--- src/rtl/tiny_mem_arbiter_if.sv ---
// Bus bundle between the core's fetch/data ports, the arbiter and the single-ported memory.
// The arbiter connects through the slave modport; the core/memory side uses master.
interface tiny_mem_arbiter_if;
  localparam int unsigned AddrW = 32;
  localparam int unsigned DataW = 32;
  localparam int unsigned StrbW = 4;

  // Instruction-fetch port (read-only)
  logic             i_valid;
  logic [AddrW-1:0] i_addr;
  logic             i_ready;
  logic [DataW-1:0] i_rdata;

  // Data port (read/write)
  logic             d_valid;
  logic             d_we;
  logic [AddrW-1:0] d_addr;
  logic [DataW-1:0] d_wdata;
  logic [StrbW-1:0] d_wstrb;
  logic             d_ready;
  logic [DataW-1:0] d_rdata;

  // Memory side
  logic             mem_valid;
  logic             mem_we;
  logic [AddrW-1:0] mem_addr;
  logic [DataW-1:0] mem_wdata;
  logic [StrbW-1:0] mem_wstrb;
  logic             mem_ready;
  logic [DataW-1:0] mem_rdata;

  modport slave (
    input  i_valid, i_addr,
    input  d_valid, d_we, d_addr, d_wdata, d_wstrb,
    input  mem_ready, mem_rdata,
    output i_ready, i_rdata,
    output d_ready, d_rdata,
    output mem_valid, mem_we, mem_addr, mem_wdata, mem_wstrb
  );

  modport master (
    output i_valid, i_addr,
    output d_valid, d_we, d_addr, d_wdata, d_wstrb,
    output mem_ready, mem_rdata,
    input  i_ready, i_rdata,
    input  d_ready, d_rdata,
    input  mem_valid, mem_we, mem_addr, mem_wdata, mem_wstrb
  );
endinterface

--- src/rtl/tiny_mem_arbiter.sv ---
// Two-port arbiter sharing a single-ported memory between instruction fetch and data.
// Data has priority; fetch is forced after MAX_DATA_STREAK consecutive contended data wins.
module tiny_mem_arbiter #(
  parameter int unsigned MAX_DATA_STREAK = 4
) (
  input  logic              clk,
  input  logic              rst_n,
  tiny_mem_arbiter_if.slave bus,
  output logic              busy,
  output logic              owner
);
  localparam int unsigned AddrW   = 32;
  localparam int unsigned DataW   = 32;
  localparam int unsigned StrbW   = 4;
  localparam int unsigned StreakW = 4;
  localparam logic [StreakW-1:0] StreakMax = StreakW'(MAX_DATA_STREAK);

  typedef enum logic [1:0] {
    ST_IDLE  = 2'd0,
    ST_ISSUE = 2'd1,
    ST_DRAIN = 2'd2
  } state_e;

  state_e             state_q,     state_d;
  logic [StreakW-1:0] streak_q,    streak_d;
  logic               owner_q,     owner_d;
  logic               busy_q,      busy_d;
  logic               mem_valid_q, mem_valid_d;
  logic               mem_we_q,    mem_we_d;
  logic [AddrW-1:0]   mem_addr_q,  mem_addr_d;
  logic [DataW-1:0]   mem_wdata_q, mem_wdata_d;
  logic [StrbW-1:0]   mem_wstrb_q, mem_wstrb_d;
  logic               i_ready_q,   i_ready_d;
  logic [DataW-1:0]   i_rdata_q,   i_rdata_d;
  logic               d_ready_q,   d_ready_d;
  logic [DataW-1:0]   d_rdata_q,   d_rdata_d;
  logic               arb_en;

  // State and output registers
  always_ff @(posedge clk or negedge rst_n) begin
    if (!rst_n) begin
      state_q     <= ST_IDLE;
      streak_q    <= '0;
      owner_q     <= 1'b0;
      busy_q      <= 1'b0;
      mem_valid_q <= 1'b0;
      mem_we_q    <= 1'b0;
      mem_addr_q  <= '0;
      mem_wdata_q <= '0;
      mem_wstrb_q <= '0;
      i_ready_q   <= 1'b0;
      i_rdata_q   <= '0;
      d_ready_q   <= 1'b0;
      d_rdata_q   <= '0;
    end else begin
      state_q     <= state_d;
      streak_q    <= streak_d;
      owner_q     <= owner_d;
      busy_q      <= busy_d;
      mem_valid_q <= mem_valid_d;
      mem_we_q    <= mem_we_d;
      mem_addr_q  <= mem_addr_d;
      mem_wdata_q <= mem_wdata_d;
      mem_wstrb_q <= mem_wstrb_d;
      i_ready_q   <= i_ready_d;
      i_rdata_q   <= i_rdata_d;
      d_ready_q   <= d_ready_d;
      d_rdata_q   <= d_rdata_d;
    end
  end

  // Next-state, arbitration and output computation
  always_comb begin
    state_d     = state_q;
    streak_d    = streak_q;
    owner_d     = owner_q;
    mem_valid_d = mem_valid_q;
    mem_we_d    = mem_we_q;
    mem_addr_d  = mem_addr_q;
    mem_wdata_d = mem_wdata_q;
    mem_wstrb_d = mem_wstrb_q;
    i_ready_d   = 1'b0;
    i_rdata_d   = i_rdata_q;
    d_ready_d   = 1'b0;
    d_rdata_d   = d_rdata_q;
    arb_en      = 1'b0;

    case (state_q)
      ST_IDLE: arb_en = 1'b1;
      ST_ISSUE: begin
        if (bus.mem_ready) begin
          state_d     = ST_DRAIN;
          mem_valid_d = 1'b0;
          if (owner_q) begin
            d_ready_d = 1'b1;
            if (!mem_we_q) d_rdata_d = bus.mem_rdata;
          end else begin
            i_ready_d = 1'b1;
            i_rdata_d = bus.mem_rdata;
          end
        end
      end
      // Hold off until the memory has seen the idle gap and dropped ready
      ST_DRAIN: arb_en = !bus.mem_ready;
      default: state_d = ST_IDLE;
    endcase

    if (arb_en) begin
      if (bus.d_valid && !(bus.i_valid && (streak_q == StreakMax))) begin
        state_d     = ST_ISSUE;
        owner_d     = 1'b1;
        mem_valid_d = 1'b1;
        mem_we_d    = bus.d_we;
        mem_addr_d  = bus.d_addr;
        mem_wdata_d = bus.d_wdata;
        mem_wstrb_d = bus.d_wstrb;
        if (bus.i_valid) begin
          streak_d = (streak_q == StreakMax) ? StreakMax : streak_q + StreakW'(1);
        end else begin
          streak_d = '0;
        end
      end else if (bus.i_valid) begin
        state_d     = ST_ISSUE;
        owner_d     = 1'b0;
        mem_valid_d = 1'b1;
        mem_we_d    = 1'b0;
        mem_addr_d  = bus.i_addr;
        mem_wdata_d = '0;
        mem_wstrb_d = '0;
        streak_d    = '0;
      end else begin
        state_d     = ST_IDLE;
        mem_valid_d = 1'b0;
      end
    end

    busy_d = (state_d != ST_IDLE);
  end

  assign bus.mem_valid = mem_valid_q;
  assign bus.mem_we    = mem_we_q;
  assign bus.mem_addr  = mem_addr_q;
  assign bus.mem_wdata = mem_wdata_q;
  assign bus.mem_wstrb = mem_wstrb_q;
  assign bus.i_ready   = i_ready_q;
  assign bus.i_rdata   = i_rdata_q;
  assign bus.d_ready   = d_ready_q;
  assign bus.d_rdata   = d_rdata_q;
  assign busy          = busy_q;
  assign owner         = owner_q;
endmodule

--- src/flat_wrapper.sv ---
// flat-port wrapper written by rule: the top's interface ports become plain ports
module tiny_mem_arbiter_flat 
#(
  parameter int unsigned MAX_DATA_STREAK = 4
)
  (clk, rst_n, busy, owner, bus_i_valid, bus_i_addr, bus_d_valid, bus_d_we, bus_d_addr, bus_d_wdata, bus_d_wstrb, bus_mem_ready, bus_mem_rdata, bus_i_ready, bus_i_rdata, bus_d_ready, bus_d_rdata, bus_mem_valid, bus_mem_we, bus_mem_addr, bus_mem_wdata, bus_mem_wstrb);
  tiny_mem_arbiter_if bus_i ();
  input  logic clk;
  input  logic rst_n;
  output logic busy;
  output logic owner;
  input wire logic [$bits(bus_i.i_valid)-1:0] bus_i_valid;
  input wire logic [$bits(bus_i.i_addr)-1:0] bus_i_addr;
  input wire logic [$bits(bus_i.d_valid)-1:0] bus_d_valid;
  input wire logic [$bits(bus_i.d_we)-1:0] bus_d_we;
  input wire logic [$bits(bus_i.d_addr)-1:0] bus_d_addr;
  input wire logic [$bits(bus_i.d_wdata)-1:0] bus_d_wdata;
  input wire logic [$bits(bus_i.d_wstrb)-1:0] bus_d_wstrb;
  input wire logic [$bits(bus_i.mem_ready)-1:0] bus_mem_ready;
  input wire logic [$bits(bus_i.mem_rdata)-1:0] bus_mem_rdata;
  output wire logic [$bits(bus_i.i_ready)-1:0] bus_i_ready;
  output wire logic [$bits(bus_i.i_rdata)-1:0] bus_i_rdata;
  output wire logic [$bits(bus_i.d_ready)-1:0] bus_d_ready;
  output wire logic [$bits(bus_i.d_rdata)-1:0] bus_d_rdata;
  output wire logic [$bits(bus_i.mem_valid)-1:0] bus_mem_valid;
  output wire logic [$bits(bus_i.mem_we)-1:0] bus_mem_we;
  output wire logic [$bits(bus_i.mem_addr)-1:0] bus_mem_addr;
  output wire logic [$bits(bus_i.mem_wdata)-1:0] bus_mem_wdata;
  output wire logic [$bits(bus_i.mem_wstrb)-1:0] bus_mem_wstrb;
  assign bus_i.i_valid = bus_i_valid;
  assign bus_i.i_addr = bus_i_addr;
  assign bus_i.d_valid = bus_d_valid;
  assign bus_i.d_we = bus_d_we;
  assign bus_i.d_addr = bus_d_addr;
  assign bus_i.d_wdata = bus_d_wdata;
  assign bus_i.d_wstrb = bus_d_wstrb;
  assign bus_i.mem_ready = bus_mem_ready;
  assign bus_i.mem_rdata = bus_mem_rdata;
  assign bus_i_ready = bus_i.i_ready;
  assign bus_i_rdata = bus_i.i_rdata;
  assign bus_d_ready = bus_i.d_ready;
  assign bus_d_rdata = bus_i.d_rdata;
  assign bus_mem_valid = bus_i.mem_valid;
  assign bus_mem_we = bus_i.mem_we;
  assign bus_mem_addr = bus_i.mem_addr;
  assign bus_mem_wdata = bus_i.mem_wdata;
  assign bus_mem_wstrb = bus_i.mem_wstrb;
  tiny_mem_arbiter #(.MAX_DATA_STREAK(MAX_DATA_STREAK)) u_core (.clk(clk), .rst_n(rst_n), .bus(bus_i), .busy(busy), .owner(owner));
endmodule
--- config.mk ---
export PLATFORM = sky130hd
export DESIGN_NAME = tiny_mem_arbiter_flat
export DESIGN_NICKNAME = d
export VERILOG_FILES = /design/src/rtl/tiny_mem_arbiter_if.sv /design/src/rtl/tiny_mem_arbiter.sv /design/src/flat_wrapper.sv
export SDC_FILE = /design/constraint.sdc
export NUM_CORES = 1
export LEC_CHECK = 0
export BUFFER_PORTS_ARGS = -buffer_cell sky130_fd_sc_hd__buf_2
export CORE_MARGIN = 8
export CORE_UTILIZATION = 50
export CTS_CLUSTER_SIZE = 20
export DETAILED_ROUTE_END_ITERATION = 16
export PLACE_DENSITY = 0.84
export SLEW_MARGIN = 5
export SYNTH_ARGS = -nofsm -noshare
export SYNTH_HDL_FRONTEND = slang
export SYNTH_SLANG_ARGS = --single-unit
--- constraint.sdc ---
create_clock -name clk -period 2.71 [get_ports clk]
set_input_delay 0.542 -clock clk [delete_from_list [all_inputs] [get_ports clk]]
set_output_delay 0.542 -clock clk [all_outputs]
set_load 0.01 [all_outputs]
==> metrics.cfg <==
[outcome]
status=finished, final reports clean

[global_routing]
grt_max_degree=60
grt_pass1_vias=5146
grt_util_all_layers_pct=21.58
grt_pass1_wl_um=26130
antenna_found_initial=0
gr-total-overflow=0

[yosys]
ys_seq_area_share_pct=61.90
synth_top_cell_by_area=dfrtp_1
yosys.area.top_type_share_pct=61.90
synth.area.top_cells=dfrtp_1, mux2_1, a22o_1
synth_cells=451
ys_warn_count=0
avgSynthCellArea_um2=12.91
ys_ff_latch=144
yosysUniqueCellTypes=31
synthesis.nets=591
syn_area_um2=5822

[floorplan]
io_pins=276
rows=39
die_area_um2=15350
die_y_um=123.9
coreArea_um2=11370
fp.dieW_um=123.9
start_util_pct=51.21

[pwr]
finalPower_uw=9736
power_density_nw_per_um2=1236
leakage_uw=0.003907
ir_drop_mv=0.7425

[routing]
drt-initial-drc-count=298
drt-total-wl_um=16710
drc=0
ant_nets=0
wire_per_inst_um=19.14
viasPerCell=5.568
detailroute.via_count=4861
drtPass1Iterations=5

[clocking]
post_cts_buffers=0
cts_sinks=144
ctsResizeCount=0
clkTransAtPathRegs_ps=60
clock_path_buffers=2
cts_tree=yes
numCtsBuffers=17
cts-root-buf=clkbuf_16
clock_latency_ps=400
postCtsHoldBufs=0
cts_max_level=4

[layout]
nNetsFinal=857
fin_area_um2=7876
fin_util_pct=69.27
drive_above_1_share_pct=46.99
layout.cells.most_common_list=buf_2, dfrtp_1, mux2_1, a22o_1, o21ai_0
area_growth_pct=35.29
fillers=779
layout_commonest_cell=buf_2
n_antenna_cell=0

[sta]
min_period_ps=1913
fin_skew_ps=10.88
worst_pin_slew_ps=1196
drv_slew=0
setup-tns-final_ps=0
fin_crit_sh_pct=70.60
final_hold_viol_count=0
timing.slew.headroom_pct=20.29
finalSetupViolCount=0
fmax_mhz=522.7
rsz0062_at_grt=false

[placement]
place_area_um2=7277
routabilityCongestion=0.8406
dp_hpwl_um=12530
port_buffers=275

[flow_run]
max_cap_viol_count=0

[critical_path]
timing.rr.end=u_core.bus.d_rdata[15]
critPathSlowestCell=nor2b_4
critPathCaptureType=flop
path_class=reg -> reg
slowest_delay_ps=480
crit_arrival_ps=2190
r2r_slack_ps=800
critPathRequiredTime_ps=2990
r2r-start=u_core.state_q[1]
worstPathMaxFanout=18
r2r_cells=4
cp-start-kind=flop
path_cells=and4b_1 > nor2b_4 > buf_12 > mux2_1

[min_path]
hp-class=in -> async

cells in the mapped netlist:
cell type  number
a21boi_0        1
a21o_1          2
a21oi_1        32
a21oi_2         1
a22o_1         37
a31oi_1        32
a32o_1          1
and2_1          1
and3_1          1
and4b_1         2
buf_2          12
buf_6           8
clkbuf_1       19
dfrtp_1       144
ha_1            2
inv_1           6
mux2_1         42
mux2_2         22
mux2i_1         1
nand2_1         4
nand2b_1        2
nand3_1        33
nand3b_1        1
nand4_1         3
nand4b_1        1
nor2b_1         2
nor3b_4         1
o211ai_1        1
o21ai_0        34
o221ai_1        2
or2_0           1
logic make-up (layout without fill, tap and decap cells):
logic type / Yosys count / count (layout) / synth area share (%)
buffers and inverters: 45 / 324 / 4.191
DFF: 144 / 144 / 61.90
and+or+nand+nor: 52 / 52 / 5.115
adders and majority gates: 2 / 2 / 0.4298
muxes: 65 / 65 / 12.55
AOI/OAI and AO/OA: 143 / 143 / 15.82
how the worst max path moves through the flow:
| stage | from | end | depth (start not counted) |
|---|---|---|---|
| 5_1_grt | u_core.state_q[1] | u_core.bus.mem_addr[23] | 3 |
| 2_1_floorplan | u_core.streak_q[0] | u_core.bus.mem_wdata[15] | 7 |
| 4_1_cts | u_core.state_q[1] | u_core.bus.mem_addr[10] | 3 |
| 6_report | u_core.state_q[1] | u_core.bus.d_rdata[15] | 4 |
| 3_5_place_dp | bus_mem_ready | u_core.bus.mem_addr[10] | 4 |
| 3_3_place_gp | bus_mem_ready | u_core.streak_q[3] | 4 |
metal layers:
layer / GRT usage, % / routed length [um]
met5: 0 / 0
met4: 5.502 / 119
met3: 6.573 / 1774
met2: 36.44 / 8196
met1: 26.58 / 6616
area by class of cell:
cell class                 count  area (um^2)  share of cell area [%]
clock buffer                  17        425.4                   5.401
clock inverter                15        173.9                   2.208
inverter                       6        22.52                  0.2859
multi-input combinational    262         1982                   25.16
sequential                   144         3603                   45.75
tap                          143        178.9                   2.272
timing repair buffer         286         1490                   18.92
sequential cells by signal, indices dropped and copies added (netlist names):
register              count
u_core.bus.d_rdata       32
u_core.bus.i_rdata       32
u_core.bus.mem_addr      32
u_core.bus.mem_wdata     32
u_core.bus.mem_wstrb      4
u_core.streak_q           4
u_core.state_q            2
u_core.bus.d_ready        1
u_core.bus.i_ready        1
u_core.bus.mem_valid      1
u_core.bus.mem_we         1
u_core.busy               1
u_core.owner              1
critical path, delay by kind of cell (launching register included):
family,cells,cell delay (ps)
and+or+nand+nor,2,770
buffers and inverters,1,230
muxes,1,360
DFF,1,420
through the flow:
step	cells	hold WS [ps]	setup slack, ps
floorplan	451	246.4	1082
global placement	841	459.3	576.5
detailed placement	841	469.4	475.6
CTS	873	116.9	770.1
global route	873	135.5	599.1
finish	873	100.8	796.8
power by group:
group / leakage (uW) / internal (uW) / switching (uW) / total, uW
combinational: 0.00188 / 1640 / 1920 / 3560
clock: 0.000287 / 1390 / 957 / 2350
sequential: 0.00174 / 3220 / 613 / 3830
Note: power is estimated with default switching activity, not from simulation.
